===== src/rtl/video_timing_pkg.sv =====
// video_timing_pkg: shared types and constants for the raster timing generator.
//   axis_bounds_t  - per-axis segment boundaries (active end, sync window, total)
//   calc_bounds()  - derives boundaries from active/front/sync/back lengths
//   H_TOTAL/V_TOTAL and SXGA_* - boundaries of the default 1280x1024 mode
package video_timing_pkg;

   typedef struct packed {
      logic [31:0] active;      // first blanking position
      logic [31:0] sync_start;  // first sync position
      logic [31:0] sync_end;    // first position after sync
      logic [31:0] total;       // positions per axis period
   } axis_bounds_t;

   function automatic axis_bounds_t calc_bounds(input int unsigned active,
                                                input int unsigned front,
                                                input int unsigned sync,
                                                input int unsigned back);
      axis_bounds_t b;
      b.active     = active;
      b.sync_start = active + front;
      b.sync_end   = active + front + sync;
      b.total      = active + front + sync + back;
      return b;
   endfunction

   localparam axis_bounds_t SXGA_H  = calc_bounds(1280, 48, 112, 248);
   localparam axis_bounds_t SXGA_V  = calc_bounds(1024, 1, 3, 38);
   localparam int unsigned  H_TOTAL = SXGA_H.total;
   localparam int unsigned  V_TOTAL = SXGA_V.total;

endpackage


===== src/rtl/video_timing_if.sv =====
// video_timing_if: run enable plus all raster outputs of video_timing_gen.
//   master (generator): input en; output hsync, vsync, de, cnt_x, cnt_y, sof, sol, req
//   slave  (consumer) : the mirror image
interface video_timing_if #(
   parameter int unsigned CNT_W = 12
);
   logic             en;
   logic             hsync;
   logic             vsync;
   logic             de;
   logic [CNT_W-1:0] cnt_x;
   logic [CNT_W-1:0] cnt_y;
   logic             sof;
   logic             sol;
   logic             req;

   modport master (input en, output hsync, vsync, de, cnt_x, cnt_y, sof, sol, req);
   modport slave  (output en, input hsync, vsync, de, cnt_x, cnt_y, sof, sol, req);
endinterface


===== src/rtl/video_timing_gen_axis.sv =====
// timing_axis: one wrapping raster counter (0..total-1) with window decode.
//   clk, rst  - clock, asynchronous active-high reset
//   clr       - synchronous rewind to 0 (dominates ci)
//   ci        - carry-in: advance by one this clock
//   cnt       - current position
//   co        - terminal count (cnt == total-1); a chained axis advances on
//               the clock where this axis both has ci and is at terminal count
//   active    - cnt inside the active segment
//   in_sync   - cnt inside the sync segment
module timing_axis
   import video_timing_pkg::*;
#(
   parameter int unsigned  CNT_W  = 12,
   parameter axis_bounds_t BOUNDS = calc_bounds(8, 2, 3, 3)
) (
   input  logic             clk,
   input  logic             rst,
   input  logic             clr,
   input  logic             ci,
   output logic [CNT_W-1:0] cnt,
   output logic             co,
   output logic             active,
   output logic             in_sync
);
   // One extra bit so boundaries equal to total never truncate.
   localparam logic [CNT_W:0] LAST = (CNT_W+1)'(BOUNDS.total - 1);
   localparam logic [CNT_W:0] ACT  = (CNT_W+1)'(BOUNDS.active);
   localparam logic [CNT_W:0] SS   = (CNT_W+1)'(BOUNDS.sync_start);
   localparam logic [CNT_W:0] SE   = (CNT_W+1)'(BOUNDS.sync_end);

   logic [CNT_W-1:0] cnt_q, cnt_d;
   logic [CNT_W:0]   cnt_w;

   assign cnt_w   = {1'b0, cnt_q};
   assign cnt     = cnt_q;
   assign co      = (cnt_w == LAST);
   assign active  = (cnt_w < ACT);
   assign in_sync = (cnt_w >= SS) && (cnt_w < SE);

   always_comb begin
      cnt_d = cnt_q;
      if (clr) begin
         cnt_d = '0;
      end else if (ci) begin
         cnt_d = co ? '0 : cnt_q + CNT_W'(1);
      end
   end

   always_ff @(posedge clk or posedge rst) begin
      if (rst) begin
         cnt_q <= '0;
      end else begin
         cnt_q <= cnt_d;
      end
   end
endmodule


===== src/rtl/video_timing_gen.sv =====
// video_timing_gen: parametrised raster timing generator.
//   xclk - pixel clock
//   rst  - asynchronous active-high reset
//   vif  - master side: en in; hsync, vsync, de, cnt_x, cnt_y, sof, sol, req out
// All outputs are registered decodes of the (h,v) position held before the
// clock edge. en low rewinds the raster and holds outputs idle.
module video_timing_gen
   import video_timing_pkg::*;
#(
   parameter int unsigned CNT_W    = 12,
   parameter int unsigned H_ACTIVE = 1280,
   parameter int unsigned H_FRONT  = 48,
   parameter int unsigned H_SYNC   = 112,
   parameter int unsigned H_BACK   = 248,
   parameter int unsigned V_ACTIVE = 1024,
   parameter int unsigned V_FRONT  = 1,
   parameter int unsigned V_SYNC   = 3,
   parameter int unsigned V_BACK   = 38,
   parameter bit          HS_POL   = 1'b0,
   parameter bit          VS_POL   = 1'b0,
   parameter int unsigned PREFETCH = 4
) (
   input  logic           xclk,
   input  logic           rst,
   video_timing_if.master vif
);
   localparam axis_bounds_t HB = calc_bounds(H_ACTIVE, H_FRONT, H_SYNC, H_BACK);
   localparam axis_bounds_t VB = calc_bounds(V_ACTIVE, V_FRONT, V_SYNC, V_BACK);

   localparam logic [CNT_W:0]   H_TOT_W = (CNT_W+1)'(HB.total);
   localparam logic [CNT_W:0]   H_ACT_W = (CNT_W+1)'(H_ACTIVE);
   localparam logic [CNT_W:0]   PF_W    = (CNT_W+1)'(PREFETCH);
   localparam logic [CNT_W-1:0] V_ACT_N = CNT_W'(V_ACTIVE);

   logic             run;
   logic [CNT_W-1:0] h, v;
   logic             h_co, v_co, h_act, v_act, h_sync, v_sync;

   assign run = vif.en;

   timing_axis #(.CNT_W(CNT_W), .BOUNDS(HB)) u_h (
      .clk(xclk), .rst(rst), .clr(!run), .ci(run),
      .cnt(h), .co(h_co), .active(h_act), .in_sync(h_sync)
   );

   timing_axis #(.CNT_W(CNT_W), .BOUNDS(VB)) u_v (
      .clk(xclk), .rst(rst), .clr(!run), .ci(h_co),
      .cnt(v), .co(v_co), .active(v_act), .in_sync(v_sync)
   );

   // Prefetch: req is the active decode of the position PREFETCH clocks
   // ahead. Since PREFETCH never exceeds the horizontal blanking, the look-
   // ahead crosses at most one line boundary (and the frame wrap when the
   // current line is the last one).
   logic [CNT_W:0]   h_ahead, h_tgt;
   logic [CNT_W-1:0] v_tgt;
   logic             ahead_wraps, req_hit;

   always_comb begin
      h_ahead     = {1'b0, h} + PF_W;
      ahead_wraps = (h_ahead >= H_TOT_W);
      h_tgt       = ahead_wraps ? h_ahead - H_TOT_W : h_ahead;
      v_tgt       = v;
      if (ahead_wraps) begin
         v_tgt = v_co ? '0 : v + CNT_W'(1);
      end
      req_hit = (h_tgt < H_ACT_W) && (v_tgt < V_ACT_N);
   end

   logic             hsync_q, hsync_d, vsync_q, vsync_d;
   logic             de_q, de_d, sof_q, sof_d, sol_q, sol_d, req_q, req_d;
   logic [CNT_W-1:0] cnt_x_q, cnt_x_d, cnt_y_q, cnt_y_d;

   always_comb begin
      hsync_d = ~HS_POL;
      vsync_d = ~VS_POL;
      de_d    = 1'b0;
      sof_d   = 1'b0;
      sol_d   = 1'b0;
      req_d   = 1'b0;
      cnt_x_d = '0;
      cnt_y_d = '0;
      if (run) begin
         hsync_d = h_sync ? HS_POL : ~HS_POL;
         vsync_d = v_sync ? VS_POL : ~VS_POL;
         de_d    = h_act && v_act;
         sol_d   = h_act && v_act && (h == '0);
         sof_d   = h_act && v_act && (h == '0) && (v == '0);
         req_d   = req_hit;
         cnt_x_d = h;
         cnt_y_d = v;
      end
   end

   always_ff @(posedge xclk or posedge rst) begin
      if (rst) begin
         hsync_q <= ~HS_POL;
         vsync_q <= ~VS_POL;
         de_q    <= 1'b0;
         sof_q   <= 1'b0;
         sol_q   <= 1'b0;
         req_q   <= 1'b0;
         cnt_x_q <= '0;
         cnt_y_q <= '0;
      end else begin
         hsync_q <= hsync_d;
         vsync_q <= vsync_d;
         de_q    <= de_d;
         sof_q   <= sof_d;
         sol_q   <= sol_d;
         req_q   <= req_d;
         cnt_x_q <= cnt_x_d;
         cnt_y_q <= cnt_y_d;
      end
   end

   assign vif.hsync = hsync_q;
   assign vif.vsync = vsync_q;
   assign vif.de    = de_q;
   assign vif.sof   = sof_q;
   assign vif.sol   = sol_q;
   assign vif.req   = req_q;
   assign vif.cnt_x = cnt_x_q;
   assign vif.cnt_y = cnt_y_q;
endmodule


===== src/flat_wrapper.sv =====
// flat-port wrapper written by rule: the top's interface ports become plain ports
module video_timing_gen_flat import video_timing_pkg::*;
#(
   parameter int unsigned CNT_W    = 12,
   parameter int unsigned H_ACTIVE = 1280,
   parameter int unsigned H_FRONT  = 48,
   parameter int unsigned H_SYNC   = 112,
   parameter int unsigned H_BACK   = 248,
   parameter int unsigned V_ACTIVE = 1024,
   parameter int unsigned V_FRONT  = 1,
   parameter int unsigned V_SYNC   = 3,
   parameter int unsigned V_BACK   = 38,
   parameter bit          HS_POL   = 1'b0,
   parameter bit          VS_POL   = 1'b0,
   parameter int unsigned PREFETCH = 4
)
  (xclk, rst, vif_en, vif_hsync, vif_vsync, vif_de, vif_cnt_x, vif_cnt_y, vif_sof, vif_sol, vif_req);
  video_timing_if #(.CNT_W(CNT_W)) vif_i ();
  input  logic xclk;
  input  logic rst;
  input wire logic [$bits(vif_i.en)-1:0] vif_en;
  output wire logic [$bits(vif_i.hsync)-1:0] vif_hsync;
  output wire logic [$bits(vif_i.vsync)-1:0] vif_vsync;
  output wire logic [$bits(vif_i.de)-1:0] vif_de;
  output wire logic [$bits(vif_i.cnt_x)-1:0] vif_cnt_x;
  output wire logic [$bits(vif_i.cnt_y)-1:0] vif_cnt_y;
  output wire logic [$bits(vif_i.sof)-1:0] vif_sof;
  output wire logic [$bits(vif_i.sol)-1:0] vif_sol;
  output wire logic [$bits(vif_i.req)-1:0] vif_req;
  assign vif_i.en = vif_en;
  assign vif_hsync = vif_i.hsync;
  assign vif_vsync = vif_i.vsync;
  assign vif_de = vif_i.de;
  assign vif_cnt_x = vif_i.cnt_x;
  assign vif_cnt_y = vif_i.cnt_y;
  assign vif_sof = vif_i.sof;
  assign vif_sol = vif_i.sol;
  assign vif_req = vif_i.req;
  video_timing_gen #(.CNT_W(CNT_W), .H_ACTIVE(H_ACTIVE), .H_FRONT(H_FRONT), .H_SYNC(H_SYNC), .H_BACK(H_BACK), .V_ACTIVE(V_ACTIVE), .V_FRONT(V_FRONT), .V_SYNC(V_SYNC), .V_BACK(V_BACK), .HS_POL(HS_POL), .VS_POL(VS_POL), .PREFETCH(PREFETCH)) u_core (.xclk(xclk), .rst(rst), .vif(vif_i));
endmodule

===== config.mk =====
export PLATFORM = sky130hd
export DESIGN_NAME = video_timing_gen_flat
export DESIGN_NICKNAME = d
export VERILOG_FILES = /design/src/rtl/video_timing_pkg.sv /design/src/rtl/video_timing_if.sv /design/src/rtl/video_timing_gen_axis.sv /design/src/rtl/video_timing_gen.sv /design/src/flat_wrapper.sv
export SDC_FILE = /design/constraint.sdc
export NUM_CORES = 1
export LEC_CHECK = 0
export ABC_CLOCK_PERIOD_IN_PS = 2400
export CAP_MARGIN = 20
export CORE_UTILIZATION = 50
export DETAILED_ROUTE_END_ITERATION = 8
export GPL_ROUTABILITY_DRIVEN = 0
export PLACE_DENSITY = 0.73
export SETUP_SLACK_MARGIN = 0.1
export SYNTH_ARGS = -nofsm -noshare
export SYNTH_HDL_FRONTEND = slang
export SYNTH_SLANG_ARGS = --single-unit

===== constraint.sdc =====
create_clock -name xclk -period 2.4 [get_ports xclk]
set_input_delay 0.48 -clock xclk [delete_from_list [all_inputs] [get_ports xclk]]
set_output_delay 0.48 -clock xclk [all_outputs]
set_load 0.005 [all_outputs]

==> flow_summary.json, run 1 <==
{
  "holdCritPathClass": "in2async",
  "io_pins": 33,
  "p_leak_nw": 1.50,
  "insertion_delay_ns": 0.31,
  "critPathRequiredTime_ns": 2.60,
  "fin_skew_ns": 0.0109,
  "cts_made_buffers": 5,
  "rsz0062_at_grt": "false",
  "cp_max_fo": 7,
  "yosysWarningCount": 0,
  "grt_pass1_wl_um": 9890,
  "cts.sinks": 54,
  "final-hold-violation-count": 0,
  "h-tree-depth": 2,
  "grt_start_max_net_pins": 55,
  "worst_slew_pin_slew_ns": 0.496,
  "ant_nets": 0,
  "finalSetupViolCount": 0,
  "syn-mean-instance-area_um2": 9.63,
  "synth_flop_cell": "dfrtp_1",
  "die_y_um": 77,
  "wl_per_cell_um": 14.4,
  "slew_viol_final": 0,
  "synthToLayoutAreaGrowth_pct": 20.4,
  "die_area_um2": 5930,
  "cts_root_buf": "clkbuf_8",
  "syn_nets": 303,
  "synth_edf_count": 0,
  "fin_setup_tns_ns": 0,
  "arrival_ns": 2.35,
  "hold_slack_ns": 0.531,
  "nets": 339,
  "post-place-cells": 391,
  "p_total_mw": 1.67,
  "io_buffers": 32,
  "finalCoreUtilization": 0.643,
  "slew_headroom": 0.667,
  "first_global_vias": 2061,
  "setup.worst_path.start_class": "flip-flop",
  "num_vias": 2232,
  "status": "completed",
  "max_freq_mhz": 465,
  "viasPerCell": 5.59,
  "crit_type": "reg2reg",
  "drt_wl_total_um": 5730,
  "grt_use_total": 0.213,
  "overflow": 0,
  "ctsResizeCount": 0,
  "coreArea_um2": 5270,
  "fin_cells": 399,
  "yosysSeqAreaShare": 0.481,
  "tritoncts": "yes",
  "antenna_found_initial": 0,
  "rows": 26,
  "synth_cell_types": 49,
  "dieWidth_um": 77,
  "powerDensity_nw_per_um2": 492,
  "post_cts.repair.setup_buffers": 0,
  "drive_above_1_share": 0.100,
  "initial_core_util": 0.534,
  "dp_hpwl_um": 4040,
  "max_cap_violations": 0,
  "async_reset_ff_frac": 1.00,
  "drc": 0,
  "clockBufferDepth": 2,
  "drt_iter0_markers": 153,
  "syn_area_um2": 2810,
  "fin_crit_sh": 0.895,
  "ys_ff_latch": 54,
  "dr.pass1.iters": 4,
  "synthCells": 292,
  "diodes": 0,
  "holdBufCountCts": 0,
  "clk_pin_slew_ns": 0.10,
  "ir_drop_v": 0.000258,
  "min_period_ns": 2.15,
  "crit_path_end_kind": "flip-flop"
}
## flip-flops by register name, summed over array words and instances (netlist names)
| register | flops |
|---|---|
| u_core.vif.hsync | 1 |
| u_core.vif.cnt_x | 12 |
| u_core.vif.sof | 1 |
| u_core.vif.de | 1 |
| u_core.vif.req | 1 |
| u_core.vif.vsync | 1 |
| u_core.vif.sol | 1 |
| u_core.u_v.cnt | 12 |
| u_core.u_h.cnt | 12 |
| u_core.vif.cnt_y | 12 |
## synthesized netlist by cell type (3+ instances only)
library cell   n  area (um2)
and4_1         3        26.3
a21oi_1        4        20.0
buf_2          3        15.0
and3_1         8        50.1
dfrtp_1       52        1300
nor3b_1        3        22.5
ha_1           8         100
clkbuf_1      14        52.6
nand3b_1       4        30.0
o31ai_1        5        37.5
xnor2_1        8        70.1
a21boi_0       4        30.0
nor4_1         3        18.8
nor2_1        22        82.6
a31oi_1        8        50.1
nor3_1         4        20.0
nand2_1       24        90.1
o21ai_0       15        75.1
xor2_1         9        78.8
o22ai_1        4        25.0
inv_1          8        30.0
nand3_1       13        65.1
nor2b_1        3        18.8
nand2b_1       6        37.5
and2_1        26         163
## cell usage in the layout, fill, tap and decap left out, types with 6 or more instances in the layout
| cell | instances |
|---|---|
| dfrtp_1 | 52 |
| clkdlybuf4s50_1 | 32 |
| and2_1 | 26 |
| nand2_1 | 24 |
| nor2_1 | 22 |
| o21ai_0 | 15 |
| buf_4 | 14 |
| nand3_1 | 13 |
| xor2_1 | 9 |
| and3_1 | 8 |
| xnor2_1 | 8 |
| ha_1 | 8 |
| inv_1 | 7 |
| a31oi_1 | 7 |
| nand2b_1 | 6 |
## final cells by class
cell class              instances  area, um2
flip-flops and latches         54       1350
repair buffers                 47        445
well taps                      70       87.6
inverters                       8       30.0
fillers                       460       1880
clock buffers                   6       72.6
multi-input cells             212       1360
clock inverters                 2       37.5
## power breakdown
part           internal (mW)  switching, mW  leakage, nW
clock                  0.311          0.290       0.0514
sequential             0.928         0.0176        0.735
combinational         0.0539         0.0649        0.714
total                   1.29          0.373         1.50
## critical path, stage by stage, from the launching register on
cell and delay (ns):
dfrtp_1 0.44, ha_1 0.36, nand4b_1 0.21, nor4_4 0.41, or2b_1 0.23, nand2b_2 0.13, o31ai_1 0.26
## stage by stage
step | setup WS [ns] | cell area (um2)
5_1_grt | 0.0825 | 3390
3_5_place_dp | 0.256 | 3270
6_report | 0.252 | 3390
3_3_place_gp | 0.197 | 3270
2_1_floorplan | 0.529 | 2810
4_1_cts | 0.265 | 3380
## path summary, 6_finish.rpt
check	slack, ns	to	cells past startpoint	startpoint
max	0.25	u_core.u_v.cnt[11]	6	u_core.u_h.cnt[0]
min	0.53	u_core.vif.cnt_x[5]	3	rst
max reg2reg	0.25	u_core.u_v.cnt[11]	6	u_core.u_h.cnt[0]
min reg2reg	0.54	u_core.u_h.cnt[0]	1	u_core.u_h.cnt[0]
max in group asynchronous	1.58	u_core.vif.vsync	3	rst
min in group xclk	0.54	u_core.u_h.cnt[0]	1	u_core.u_h.cnt[0]
## layer usage
| metal | vias to the layer above | wire (um) | GRT usage | part of all wire |
|---|---|---|---|---|
| met3 | 9 | 247 | 0.0369 | 0.043 |
| li1 | 1081 | - | - | - |
| met4 | 0 | 103 | 0.0925 | 0.018 |
| met2 | 64 | 2600 | 0.311 | 0.45 |
| met1 | 1078 | 2780 | 0.310 | 0.48 |
| met5 | - | 0 | 0 | 0 |
## logic make-up after synthesis
family,Yosys count,share of synthesized area
xor+xnor,17,0.0529
simple gates,134,0.270
flops,54,0.481
buf+inv,26,0.0374
fa+ha+maj,8,0.0356
compound gates,52,0.119
mux,1,0.00400
Power figures use the tool's default switching activity.
==> inputs of run 2 (changes only) <==
--- a/config.mk
+++ b/config.mk
@@ -7,6 +7,7 @@
 export LEC_CHECK = 0
 export ABC_CLOCK_PERIOD_IN_PS = 2400
 export CAP_MARGIN = 20
+export CORE_MARGIN = 4
 export CORE_UTILIZATION = 50
 export DETAILED_ROUTE_END_ITERATION = 8
 export GPL_ROUTABILITY_DRIVEN = 0
==> flow_summary.json, run 2 (same netlist as run 1, synthesis figures left out) <==
{
  "status": "completed",
  "cts.sinks": 54,
  "holdCritPathClass": "in2async",
  "drt_wl_total_um": 5920,
  "drt_iter0_markers": 191,
  "viasPerCell": 5.58,
  "dr.pass1.iters": 5,
  "coreArea_um2": 5470,
  "rsz0062_at_grt": "false",
  "cp_max_fo": 6,
  "ir_drop_v": 0.000219,
  "io_pins": 33,
  "layout_common_cells": "dfrtp_1 (52), clkdlybuf4s50_1 (32), and2_1 (26), nand2_1 (24), nor2_1 (22)",
  "rows": 27,
  "grt_use_total": 0.177,
  "clk_pin_slew_ns": 0.09,
  "crit_path_end_kind": "flip-flop",
  "post_cts.repair.setup_buffers": 0,
  "h-tree-depth": 2,
  "overflow": 0,
  "highest_layer": "met4",
  "ant_nets": 0,
  "fin_skew_ns": 0.00301,
  "slew_viol_final": 0,
  "wl_per_cell_um": 14.8,
  "tritoncts": "yes",
  "diodes": 0,
  "min_period_ns": 2.09,
  "critPathRequiredTime_ns": 2.61,
  "max_freq_mhz": 479,
  "wl_met2_um": 2750,
  "route.met3.wl_um": 420,
  "holdBufCountCts": 0,
  "dp_hpwl_um": 4320,
  "crit_type": "reg2reg",
  "insertion_delay_ns": 0.30,
  "arrival_ns": 2.30,
  "first_global_vias": 2093,
  "ctsResizeCount": 0,
  "max_cap_violations": 0,
  "finalSetupViolCount": 0,
  "p_leak_nw": 1.49,
  "powerDensity_nw_per_um2": 477,
  "slew_headroom": 0.691,
  "grt_start_max_net_pins": 29,
  "final-hold-violation-count": 0,
  "initial_core_util": 0.514,
  "cts_root_buf": "clkbuf_8",
  "setup.worst_path.start_class": "flip-flop",
  "drive_above_1_share": 0.0976,
  "drc": 0,
  "antenna_found_initial": 0,
  "p_total_mw": 1.60,
  "met1Wirelength_um": 2690,
  "cts_made_buffers": 5,
  "final_common_cell": "dfrtp_1",
  "io_buffers": 32,
  "grt_pass1_wl_um": 10200,
  "fin_setup_tns_ns": 0,
  "fin_crit_sh": 0.871,
  "nets": 338,
  "dieWidth_um": 83,
  "n_fill_cell": 455,
  "clockBufferDepth": 2,
  "num_vias": 2231,
  "die_area_um2": 6890,
  "synthToLayoutAreaGrowth_pct": 19.6,
  "die_y_um": 83,
  "worst_slew_pin_slew_ns": 0.464
}
-- run 2: power breakdown --
| group | internal, mW | switching, mW |
|---|---|---|
| clock | 0.238 | 0.294 |
| sequential | 0.928 | 0.0159 |
| combinational | 0.0567 | 0.0708 |
| total | 1.22 | 0.381 |
-- run 2: worst max-delay path: stages, from the launching register on --
cell and delay, ns:
dfrtp_1 0.46, ha_1 0.38, nand4b_1 0.19, nor4_4 0.29, nor2b_1 0.18, nor3b_1 0.27
o21ai_0 0.14, o31ai_1 0.10
-- run 2: final cells by class --
type                    instances  area, um2  share of cell area
inverters                       8       30.0             0.00893
well taps                      72       90.1              0.0268
clock buffers                   6       82.6              0.0245
multi-input cells             212       1350               0.402
clock inverters                 2       16.3             0.00483
repair buffers                 46        438               0.130
flip-flops and latches         54       1350               0.402
-- run 2: per-layer routing --
metal  up-vias  GRT usage
li1       1073          -
met1      1062      0.262
met2        92      0.268
met3         4     0.0268
met4         0     0.0550
met5         -          0
-- run 2: path summary, 6_finish.rpt --
kind / depth (start not counted) / start / to / slack [ns]
max: 7 / u_core.u_h.cnt[0] / u_core.u_v.cnt[10] / 0.31
min: 2 / rst / u_core.vif.cnt_x[0] / 0.45
max reg2reg: 7 / u_core.u_h.cnt[0] / u_core.u_v.cnt[10] / 0.31
min reg2reg: 1 / u_core.u_v.cnt[9] / u_core.u_v.cnt[9] / 0.57
max in group asynchronous: 3 / rst / u_core.vif.hsync / 1.38
min in group xclk: 1 / u_core.u_v.cnt[9] / u_core.u_v.cnt[9] / 0.57
-- run 2: metrics by stage --
stage	util	hold WS (ns)	setup slack [ns]	area (um2)	cells
floorplan	-	0.481	0.529	2810	292
global placement	0.597	0.524	0.352	3270	392
detailed placement	0.597	0.527	0.287	3270	392
CTS	0.615	0.452	0.320	3360	400
global route	0.615	0.478	0.113	3360	400
finish	0.615	0.449	0.310	3360	400
==> inputs of run 3 (changes only) <==
--- a/config.mk
+++ b/config.mk
@@ -7,11 +7,13 @@
 export LEC_CHECK = 0
 export ABC_CLOCK_PERIOD_IN_PS = 2400
 export CAP_MARGIN = 20
+export CELL_PAD_IN_SITES_DETAIL_PLACEMENT = 0
+export CELL_PAD_IN_SITES_GLOBAL_PLACEMENT = 1
 export CORE_MARGIN = 4
-export CORE_UTILIZATION = 50
+export CORE_UTILIZATION = 43
 export DETAILED_ROUTE_END_ITERATION = 8
 export GPL_ROUTABILITY_DRIVEN = 0
-export PLACE_DENSITY = 0.73
+export PLACE_DENSITY_LB_ADDON = 0.1
 export SETUP_SLACK_MARGIN = 0.1
 export SYNTH_ARGS = -nofsm -noshare
 export SYNTH_HDL_FRONTEND = slang
==> flow_summary.json, run 3 (same netlist as run 1, synthesis figures left out) <==
{
  "wl_per_cell_um": 15.9,
  "rr_endpoint": "u_core.vif.req",
  "cp_max_fo": 8,
  "drive_above_1_share": 0.108,
  "io_pins": 33,
  "place_ws_ns": 0.233,
  "worst_slew_pin_slew_ns": 0.467,
  "reg2reg_setup_slack_ns": 0.26,
  "powerDensity_nw_per_um2": 491,
  "fin_setup_tns_ns": 0,
  "first_global_vias": 2092,
  "setup.worst_path.start_class": "flip-flop",
  "ctsResizeCount": 0,
  "io_buffers": 32,
  "layout_common_cells": "dfrtp_1 (52), clkdlybuf4s50_1 (32), and2_1 (26), nand2_1 (24), nor2_1 (22)",
  "rows": 29,
  "critical-path-max-stage-delay_ns": 0.48,
  "crit_path_end_kind": "flip-flop",
  "cts.sinks": 54,
  "ir_drop_v": 0.000222,
  "viasPerCell": 5.44,
  "post-route-cell-area_um2": 3420,
  "min_period_ns": 2.14,
  "drt_wl_total_um": 6500,
  "crit_type": "reg2reg",
  "nets": 343,
  "fin_skew_ns": 0.0121,
  "coreArea_um2": 6350,
  "arrival_ns": 2.36,
  "post_cts.repair.setup_buffers": 0,
  "finalSetupViolCount": 0,
  "dieWidth_um": 88.9,
  "fin_crit_sh": 0.891,
  "antenna_found_initial": 0,
  "tritoncts": "yes",
  "die_area_um2": 7900,
  "holdBufCountCts": 0,
  "grt_use_total": 0.178,
  "initial_core_util": 0.443,
  "cts_root_buf": "clkbuf_8",
  "final-hold-violation-count": 0,
  "clk_pin_slew_ns": 0.10,
  "setup_slack_ns": 0.260,
  "timing.rr.start": "u_core.u_h.cnt[2]",
  "p_leak_nw": 1.52,
  "status": "completed",
  "cp_top_family": "compound AO/OA/AOI/OAI gates",
  "p_total_mw": 1.68,
  "slew_headroom": 0.686,
  "dr.pass1.iters": 5,
  "diodes": 0,
  "max_freq_mhz": 467,
  "grt_pass1_wl_um": 10800,
  "post-place-cells": 402,
  "crit_buf_inv": 0,
  "rsz0062_at_grt": "false",
  "dp_hpwl_um": 4740,
  "holdCritPathClass": "in2async",
  "cp_cell_sequence": "ha_1 > xor2_1 > a211o_1 > a211oi_1 > a31oi_1 > a21o_1 > o22ai_1",
  "clockBufferDepth": 2,
  "fin_cells": 410,
  "max_cap_violations": 0,
  "drc": 0,
  "num_vias": 2230,
  "insertion_delay_ns": 0.30,
  "rr_worst_depth": 7,
  "placed_area_um2": 3310,
  "cts_made_buffers": 5,
  "ant_nets": 0,
  "drt_iter0_markers": 99,
  "h-tree-depth": 2,
  "overflow": 0,
  "grt_start_max_net_pins": 36,
  "die_y_um": 88.9,
  "slew_viol_final": 0,
  "final_common_cell": "dfrtp_1",
  "synthToLayoutAreaGrowth_pct": 21.6,
  "critPathRequiredTime_ns": 2.62,
  "crit_slowest_cell": "dfrtp_1"
}
## run 3: changes by cell type in the layout (fill, tap and decap cells not counted)
cell / change
buf_4: +5
clkbuf_8: -1
bufinv_16: +1
clkbuf_1: +1
inv_6: -1
## run 3: power breakdown
part / switching [mW] / internal (mW)
Clock: 0.299 / 0.312
Sequential: 0.0181 / 0.928
Combinational: 0.0668 / 0.0563
## run 3: final cells by class
type / instances / area [um2]
inverters: 8 / 30.0
multi-input cells: 212 / 1350
clock buffers: 6 / 72.6
repair buffers: 51 / 475
flip-flops and latches: 54 / 1350
clock inverters: 2 / 37.5
fillers: 568 / 2930
well taps: 77 / 96.3
## run 3: worst max path at each step
stage	start	end	slack, ns	cells past startpoint
after floorplan	u_core.u_v.cnt[0]	u_core.u_v.cnt[2]	0.53	7
after global placement	vif_en	u_core.vif.sof	0.23	5
after global routing	u_core.u_h.cnt[2]	u_core.vif.req	0.14	7
final	u_core.u_h.cnt[2]	u_core.vif.req	0.26	7
after CTS	u_core.u_h.cnt[2]	u_core.vif.req	0.27	7
after detailed placement	vif_en	u_core.vif.sof	0.23	5
## run 3: stage by stage
| step | hold slack, ns | util |
|---|---|---|
| after floorplan | 0.481 | - |
| after global placement | 0.521 | 0.521 |
| after detailed placement | 0.531 | 0.521 |
| after CTS | 0.500 | 0.539 |
| after global routing | 0.522 | 0.539 |
| final | 0.487 | 0.539 |
## run 3: worst register-to-register path: cells and delay by family (launching register included)
kind	cells	cell delay (ns)
AO/OA/AOI/OAI	5	1.09
flip-flops	1	0.48
adder cells (fa/ha/maj)	1	0.32
XOR/XNOR	1	0.18
## run 3: per-layer routing
layer | vias up | wire length [um] | track usage
li1 | 1091 | - | -
met1 | 1080 | 3460 | 0.289
met2 | 57 | 2700 | 0.246
met3 | 2 | 311 | 0.0279
met4 | 0 | 31 | 0.0412
met5 | - | 0 | 0
